<file path="src/rtl/operand_fwd_stage_pkg.sv">
// operand_fwd_stage_pkg: operand select and forward-source encodings
package operand_fwd_stage_pkg;
  typedef logic [1:0] sel_t;
  localparam sel_t ALU_A_PC   = 2'b00;
  localparam sel_t ALU_A_RS1  = 2'b01;
  localparam sel_t ALU_A_ZERO = 2'b10;
  localparam sel_t ALU_B_RS2  = 2'b00;
  localparam sel_t ALU_B_IMM  = 2'b01;
  localparam sel_t ALU_B_FOUR = 2'b10;
  localparam sel_t FWD_NONE   = 2'b00;
  localparam sel_t FWD_EX     = 2'b01;
  localparam sel_t FWD_WB     = 2'b10;
endpackage

</file>
<file path="src/rtl/operand_fwd_stage_if.sv">
// operand_fwd_stage_if: upstream operand bus, bypass buses and registered operand outputs
interface operand_fwd_stage_if #(parameter int XLEN = 32, parameter int REG_AW = 5);
  logic              in_valid, in_ready, flush, out_valid, out_ready;
  logic [XLEN-1:0]   pc, rd1, rd2, imm, ex_data, wb_data, op_a, op_b, store_data;
  logic [REG_AW-1:0] rs1, rs2, ex_rd, wb_rd;
  logic [1:0]        sel_a, sel_b, fwd_a, fwd_b;
  logic              ex_we, wb_we;
  modport master (
    output in_valid, pc, rd1, rd2, imm, rs1, rs2, sel_a, sel_b,
           ex_we, ex_rd, ex_data, wb_we, wb_rd, wb_data, flush, out_ready,
    input  in_ready, out_valid, op_a, op_b, store_data, fwd_a, fwd_b
  );
  modport slave (
    input  in_valid, pc, rd1, rd2, imm, rs1, rs2, sel_a, sel_b,
           ex_we, ex_rd, ex_data, wb_we, wb_rd, wb_data, flush, out_ready,
    output in_ready, out_valid, op_a, op_b, store_data, fwd_a, fwd_b
  );
endinterface

</file>
<file path="src/rtl/operand_fwd_stage_fwd_select.sv">
// fwd_select: picks a source register value from EX, WB or the register file (EX first, x0 never)
import operand_fwd_stage_pkg::*;
module fwd_select #(
  parameter int XLEN   = 32,
  parameter int REG_AW = 5,
  parameter bit FWD_EN = 1
) (
  input  logic [REG_AW-1:0] rs,
  input  logic [XLEN-1:0]   rd,
  input  logic              ex_we,
  input  logic [REG_AW-1:0] ex_rd,
  input  logic [XLEN-1:0]   ex_data,
  input  logic              wb_we,
  input  logic [REG_AW-1:0] wb_rd,
  input  logic [XLEN-1:0]   wb_data,
  output logic [XLEN-1:0]   val,
  output logic [1:0]        src
);
  logic ex_hit, wb_hit;
  always_comb begin
    ex_hit = FWD_EN && ex_we && ex_rd == rs && rs != '0;
    wb_hit = FWD_EN && wb_we && wb_rd == rs && rs != '0;
    val = ex_hit ? ex_data : wb_hit ? wb_data : rd;
    src = ex_hit ? FWD_EX : wb_hit ? FWD_WB : FWD_NONE;
  end
endmodule

</file>
<file path="src/rtl/operand_fwd_stage.sv">
// operand_fwd_stage: forwards rs1/rs2, selects ALU operands and registers them behind valid/ready
import operand_fwd_stage_pkg::*;
module operand_fwd_stage #(
  parameter int XLEN   = 32,
  parameter int REG_AW = 5,
  parameter bit FWD_EN = 1
) (
  input logic clk,
  input logic rst_n,
  operand_fwd_stage_if.slave bus
);
  logic [XLEN-1:0] v1, v2, a_n, b_n;
  logic [1:0]      s1, s2;
  logic            capture;
  fwd_select #(.XLEN(XLEN), .REG_AW(REG_AW), .FWD_EN(FWD_EN)) u_rs1 (
    .rs(bus.rs1), .rd(bus.rd1), .ex_we(bus.ex_we), .ex_rd(bus.ex_rd), .ex_data(bus.ex_data),
    .wb_we(bus.wb_we), .wb_rd(bus.wb_rd), .wb_data(bus.wb_data), .val(v1), .src(s1)
  );
  fwd_select #(.XLEN(XLEN), .REG_AW(REG_AW), .FWD_EN(FWD_EN)) u_rs2 (
    .rs(bus.rs2), .rd(bus.rd2), .ex_we(bus.ex_we), .ex_rd(bus.ex_rd), .ex_data(bus.ex_data),
    .wb_we(bus.wb_we), .wb_rd(bus.wb_rd), .wb_data(bus.wb_data), .val(v2), .src(s2)
  );
  always_comb begin
    a_n = bus.sel_a == ALU_A_PC ? bus.pc : bus.sel_a == ALU_A_RS1 ? v1 : '0;
    b_n = bus.sel_b == ALU_B_RS2 ? v2 : bus.sel_b == ALU_B_IMM ? bus.imm :
          bus.sel_b == ALU_B_FOUR ? XLEN'(4) : '0;
    bus.in_ready = !bus.out_valid || bus.out_ready;
    capture = bus.in_valid && bus.in_ready;
  end
  always_ff @(posedge clk) begin
    if (!rst_n) begin
      bus.out_valid  <= 1'b0;
      bus.op_a       <= '0;
      bus.op_b       <= '0;
      bus.store_data <= '0;
      bus.fwd_a      <= FWD_NONE;
      bus.fwd_b      <= FWD_NONE;
    end else begin
      // flush only kills valid; whatever the data regs load is never observed
      bus.out_valid <= !bus.flush && (capture || (bus.out_valid && !bus.out_ready));
      if (capture) begin
        bus.op_a       <= a_n;
        bus.op_b       <= b_n;
        bus.store_data <= v2;
        bus.fwd_a      <= bus.sel_a == ALU_A_RS1 ? s1 : FWD_NONE;
        bus.fwd_b      <= bus.sel_b == ALU_B_RS2 ? s2 : FWD_NONE;
      end
    end
  end
endmodule

</file>
<file path="src/flat_wrapper.sv">
// flat-port wrapper written by rule: the top's interface ports become plain ports
module operand_fwd_stage_flat 
#(
  parameter int XLEN   = 32,
  parameter int REG_AW = 5,
  parameter bit FWD_EN = 1
)
  (clk, rst_n, bus_in_valid, bus_pc, bus_rd1, bus_rd2, bus_imm, bus_rs1, bus_rs2, bus_sel_a, bus_sel_b, bus_ex_we, bus_ex_rd, bus_ex_data, bus_wb_we, bus_wb_rd, bus_wb_data, bus_flush, bus_out_ready, bus_in_ready, bus_out_valid, bus_op_a, bus_op_b, bus_store_data, bus_fwd_a, bus_fwd_b);
  operand_fwd_stage_if #(.XLEN(XLEN), .REG_AW(REG_AW)) bus_i ();
  input logic clk;
  input logic rst_n;
  input wire logic [$bits(bus_i.in_valid)-1:0] bus_in_valid;
  input wire logic [$bits(bus_i.pc)-1:0] bus_pc;
  input wire logic [$bits(bus_i.rd1)-1:0] bus_rd1;
  input wire logic [$bits(bus_i.rd2)-1:0] bus_rd2;
  input wire logic [$bits(bus_i.imm)-1:0] bus_imm;
  input wire logic [$bits(bus_i.rs1)-1:0] bus_rs1;
  input wire logic [$bits(bus_i.rs2)-1:0] bus_rs2;
  input wire logic [$bits(bus_i.sel_a)-1:0] bus_sel_a;
  input wire logic [$bits(bus_i.sel_b)-1:0] bus_sel_b;
  input wire logic [$bits(bus_i.ex_we)-1:0] bus_ex_we;
  input wire logic [$bits(bus_i.ex_rd)-1:0] bus_ex_rd;
  input wire logic [$bits(bus_i.ex_data)-1:0] bus_ex_data;
  input wire logic [$bits(bus_i.wb_we)-1:0] bus_wb_we;
  input wire logic [$bits(bus_i.wb_rd)-1:0] bus_wb_rd;
  input wire logic [$bits(bus_i.wb_data)-1:0] bus_wb_data;
  input wire logic [$bits(bus_i.flush)-1:0] bus_flush;
  input wire logic [$bits(bus_i.out_ready)-1:0] bus_out_ready;
  output wire logic [$bits(bus_i.in_ready)-1:0] bus_in_ready;
  output wire logic [$bits(bus_i.out_valid)-1:0] bus_out_valid;
  output wire logic [$bits(bus_i.op_a)-1:0] bus_op_a;
  output wire logic [$bits(bus_i.op_b)-1:0] bus_op_b;
  output wire logic [$bits(bus_i.store_data)-1:0] bus_store_data;
  output wire logic [$bits(bus_i.fwd_a)-1:0] bus_fwd_a;
  output wire logic [$bits(bus_i.fwd_b)-1:0] bus_fwd_b;
  assign bus_i.in_valid = bus_in_valid;
  assign bus_i.pc = bus_pc;
  assign bus_i.rd1 = bus_rd1;
  assign bus_i.rd2 = bus_rd2;
  assign bus_i.imm = bus_imm;
  assign bus_i.rs1 = bus_rs1;
  assign bus_i.rs2 = bus_rs2;
  assign bus_i.sel_a = bus_sel_a;
  assign bus_i.sel_b = bus_sel_b;
  assign bus_i.ex_we = bus_ex_we;
  assign bus_i.ex_rd = bus_ex_rd;
  assign bus_i.ex_data = bus_ex_data;
  assign bus_i.wb_we = bus_wb_we;
  assign bus_i.wb_rd = bus_wb_rd;
  assign bus_i.wb_data = bus_wb_data;
  assign bus_i.flush = bus_flush;
  assign bus_i.out_ready = bus_out_ready;
  assign bus_in_ready = bus_i.in_ready;
  assign bus_out_valid = bus_i.out_valid;
  assign bus_op_a = bus_i.op_a;
  assign bus_op_b = bus_i.op_b;
  assign bus_store_data = bus_i.store_data;
  assign bus_fwd_a = bus_i.fwd_a;
  assign bus_fwd_b = bus_i.fwd_b;
  operand_fwd_stage #(.XLEN(XLEN), .REG_AW(REG_AW), .FWD_EN(FWD_EN)) u_core (.clk(clk), .rst_n(rst_n), .bus(bus_i));
endmodule
</file>
<file path="config.mk">
export PLATFORM = sky130hd
export DESIGN_NAME = operand_fwd_stage_flat
export DESIGN_NICKNAME = d
export VERILOG_FILES = /design/src/rtl/operand_fwd_stage_pkg.sv /design/src/rtl/operand_fwd_stage_if.sv /design/src/rtl/operand_fwd_stage_fwd_select.sv /design/src/rtl/operand_fwd_stage.sv /design/src/flat_wrapper.sv
export SDC_FILE = /design/constraint.sdc
export NUM_CORES = 1
export LEC_CHECK = 0
export CAP_MARGIN = 20
export CORE_AREA = 2 2 126 128
export DETAILED_ROUTE_END_ITERATION = 10
export DIE_AREA = 0 0 128 130
export GPL_TIMING_DRIVEN = 1
export PLACE_DENSITY = 0.79
export REMOVE_ABC_BUFFERS = 1
export SLEW_MARGIN = 25
export SYNTH_ARGS = -nofsm -noshare
export SYNTH_HDL_FRONTEND = slang
export SYNTH_SLANG_ARGS = --single-unit
</file>
<file path="constraint.sdc">
create_clock -name clk -period 6.8 [get_ports clk]
set_input_delay 1.7 -clock clk [delete_from_list [all_inputs] [get_ports clk]]
set_output_delay 1.7 -clock clk [all_outputs]
set_load 0.03 [all_outputs]
</file>
==> flow_metrics.env <==
export IMPL_outcome="finished clean"
export IMPL_drt_iter0_markers=524
export IMPL_worst_slack_ns=2.07
export IMPL_syn2layout_area_growth_pct=66.5
export IMPL_leakage_nw=3.39
export IMPL_final_util_pct=61.2
export IMPL_crit_type="input pin to output port"
export IMPL_rsz0062_at_grt="no"
export IMPL_r2r_slack_ns=4.51
export IMPL_first_global_vias=7282
export IMPL_yosysSeqAreaShare_pct=35.7
export IMPL_syn_avg_cell_area_um2=8.09
export IMPL_setup_viol=0
export IMPL_critPathMaxFanout=5
export IMPL_nets=1210
export IMPL_nFillCells=1357
export IMPL_timing_hold_ws_ns=0.458
export IMPL_report_final_slew_viol_count=0
export IMPL_vias=7237
export IMPL_fp_dieW_um=128
export IMPL_initial_core_util_pct=36.8
export IMPL_n_antenna_cell=0
export IMPL_total_power_mw=1.75
export IMPL_port_buffers=324
export IMPL_arrival_ns=3.03
export IMPL_cts_buffer_depth=2
export IMPL_synth_area_leaders="dfxtp_1, a22o_1, nand2_1"
export IMPL_dieHeight_um=130
export IMPL_fmax_mhz=211
export IMPL_hpwl_um=19800
export IMPL_gp_congestion=0.907
export IMPL_cts_max_level=3
export IMPL_synth_edf_count=0
export IMPL_hold_viol_final=0
export IMPL_synthAdderAreaFrac_pct=0
export IMPL_drc_errors=0
export IMPL_yosysWarningCount=0
export IMPL_detail_route_antenna_nets=0
export IMPL_cts_root_buf="clkbuf_16"
export IMPL_synth_mux_area_share_pct=0
export IMPL_yosys_area_share_simple_pct=22.6
export IMPL_path_cells="clkdlybuf4s50_1 > nand2b_1 > clkdlybuf4s50_1"
export IMPL_min_period_over_period_pct=69.6
export IMPL_maxCapViolCount=0
export IMPL_reg2reg_from="u_core.bus.out_valid"
export IMPL_fin_skew_ns=0.00980
export IMPL_io_pins=325
export IMPL_cp_required_ns=5.10
export IMPL_drt_wl_total_um=27700
export IMPL_numPlacedInstances=1168
export IMPL_relSlewSlack_pct=28.2
export IMPL_cp_slowest_cell="clkdlybuf4s50_1"
export IMPL_ys_seq_elements=101
export IMPL_synth_xor_area_share_pct=3.09
export IMPL_critical_path_startpoint="bus_out_ready"
export IMPL_cts_tree="built"
export IMPL_syn_inst=701
export IMPL_dp_slack_ns=1.93
export IMPL_cts_hold_buf=0
export IMPL_synth_cell_types=48
export IMPL_synth_largest_area_cell="dfxtp_1"
export IMPL_grt_overflow_total=0
export IMPL_worstSkewPairLatency_ns=0.36
export IMPL_grt_pass1_wl_um=41400
export IMPL_finalSetupTns_ns=0
export IMPL_antenna_found_initial=1
export IMPL_cts_resized=0
export IMPL_drive_gt1_share_pct=6.35
export IMPL_stdcell_count=1184
export IMPL_via_per_inst=6.11
export IMPL_fin_area_um2=9440
export IMPL_clk_pin_slew_ns=0.07
export IMPL_synth_compound_area_share_pct=32.7
export IMPL_ff2ff_path_depth=8
export IMPL_power_density_nw_per_um2=185
export IMPL_numCtsBuffers=9
export IMPL_synth_top_family_by_area="compound AO/OA/AOI/OAI gates"
export IMPL_synth_common_cells="dfxtp_1, nand2_1, clkbuf_1"
export IMPL_ir_worst_vdd_v=0.000141
export IMPL_crit_end="bus_in_ready"
export IMPL_grt_start_max_net_pins=38
export IMPL_place_area_um2=9100
export IMPL_design_die_area_um2=16600
export IMPL_rows=46
export IMPL_synth_top_area_share_pct=35.7
export IMPL_cpPeakStageDelay_ns=0.71
export IMPL_crit_top_cell="clkdlybuf4s50_1"
export IMPL_track_usage_pct=32.6
export IMPL_worstMarginPinSlew_ns=1.08
export IMPL_hp_class="flip-flop to flip-flop"
export IMPL_dr_pass1_iters=5
export IMPL_cts_sinks=101
export IMPL_core_area_um2=15400
export IMPL_yosysMostFrequentCell="dfxtp_1"
export IMPL_wl_per_cell_um=23.4
export IMPL_post_cts_buffers=0
export IMPL_synthArstFlopShare_pct=0
export IMPL_syn_area_um2=5670
export IMPL_cp_start_kind="input pin"
export IMPL_period_needed_ns=4.73
export IMPL_end_kind="output port"
export IMPL_rr_endpoint="u_core.bus.op_a[29]"
export IMPL_ys_flop_type="dfxtp_1"
kinds of logic (layout without fill, tap and decap cells):
family,after synthesis,count (layout)
flops,101,101
simple gates,267,267
xor+xnor,20,20
buf+inv,75,366
compound gates,238,238
cell usage in the layout, fill, tap and decap left out, types with 4 or more instances in the layout:
| master | synthesis | routed |
|---|---|---|
| a221oi_1 | 30 | 30 |
| a221oi_2 | 7 | 7 |
| and3_1 | 6 | 6 |
| nor4_1 | 25 | 25 |
| dfxtp_1 | 101 | 101 |
| nor3_1 | 27 | 25 |
| a22oi_1 | 33 | 33 |
| xor2_1 | 9 | 6 |
| nand2_1 | 88 | 88 |
| clkdlybuf4s50_1 | 0 | 324 |
| nor2_1 | 42 | 41 |
| nand3_1 | 52 | 52 |
| o31ai_1 | 39 | 39 |
| o21ai_1 | 23 | 23 |
| a22o_1 | 50 | 50 |
| a31oi_1 | 25 | 25 |
| inv_1 | 4 | 4 |
| and2_1 | 9 | 9 |
| o32ai_1 | 6 | 6 |
| buf_4 | 1 | 21 |
| a21oi_1 | 8 | 8 |
| o21ai_0 | 4 | 4 |
| xnor2_1 | 11 | 11 |
| clkbuf_16 | 0 | 9 |
area by class of cell:
| type | count | area [µm²] | share of cell area, % |
|---|---|---|---|
| Clock buffer | 10 | 239 | 2.53 |
| Clock inverter | 6 | 103 | 1.09 |
| Inverter | 4 | 15.0 | 0.159 |
| Multi-Input combinational cell | 525 | 3400 | 36.0 |
| Sequential cell | 101 | 2020 | 21.4 |
| Tap cell | 192 | 240 | 2.55 |
| Timing Repair Buffer | 346 | 3420 | 36.2 |
critical path: cells and delay by family:
family	cells	cell delay, ns
and+or+nand+nor	1	0.18
buffers and inverters	2	1.16
sequential cells by signal, summed over array words and instances (netlist names):
register               cells
u_core.bus.out_valid       1
u_core.bus.fwd_b           2
u_core.bus.store_data     32
u_core.bus.op_a           32
u_core.bus.op_b           32
u_core.bus.fwd_a           2
per-layer routing:
metal	GRT usage [%]	wire, µm
met5	0	12
met4	16.7	1200
met3	8.04	2770
met2	57.0	13500
met1	37.2	10200
worst min path at each step:
stage / start / to / slack (ns) / depth (start not counted)
6_report: u_core.bus.store_data[2] / u_core.bus.store_data[2] / 0.46 / 2
3_3_place_gp: u_core.bus.store_data[30] / u_core.bus.store_data[30] / 0.44 / 2
5_1_grt: u_core.bus.fwd_b[1] / u_core.bus.fwd_b[1] / 0.48 / 2
4_1_cts: u_core.bus.store_data[2] / u_core.bus.store_data[2] / 0.46 / 2
2_1_floorplan: u_core.bus.store_data[2] / u_core.bus.store_data[2] / 0.58 / 2
3_5_place_dp: u_core.bus.store_data[27] / u_core.bus.store_data[27] / 0.45 / 2
where the power goes:
part | internal [mW] | switching [mW]
combinational | 0.239 | 0.265
clock | 0.340 | 0.261
sequential | 0.624 | 0.0189
Note: power is estimated with default switching activity, not from simulation.
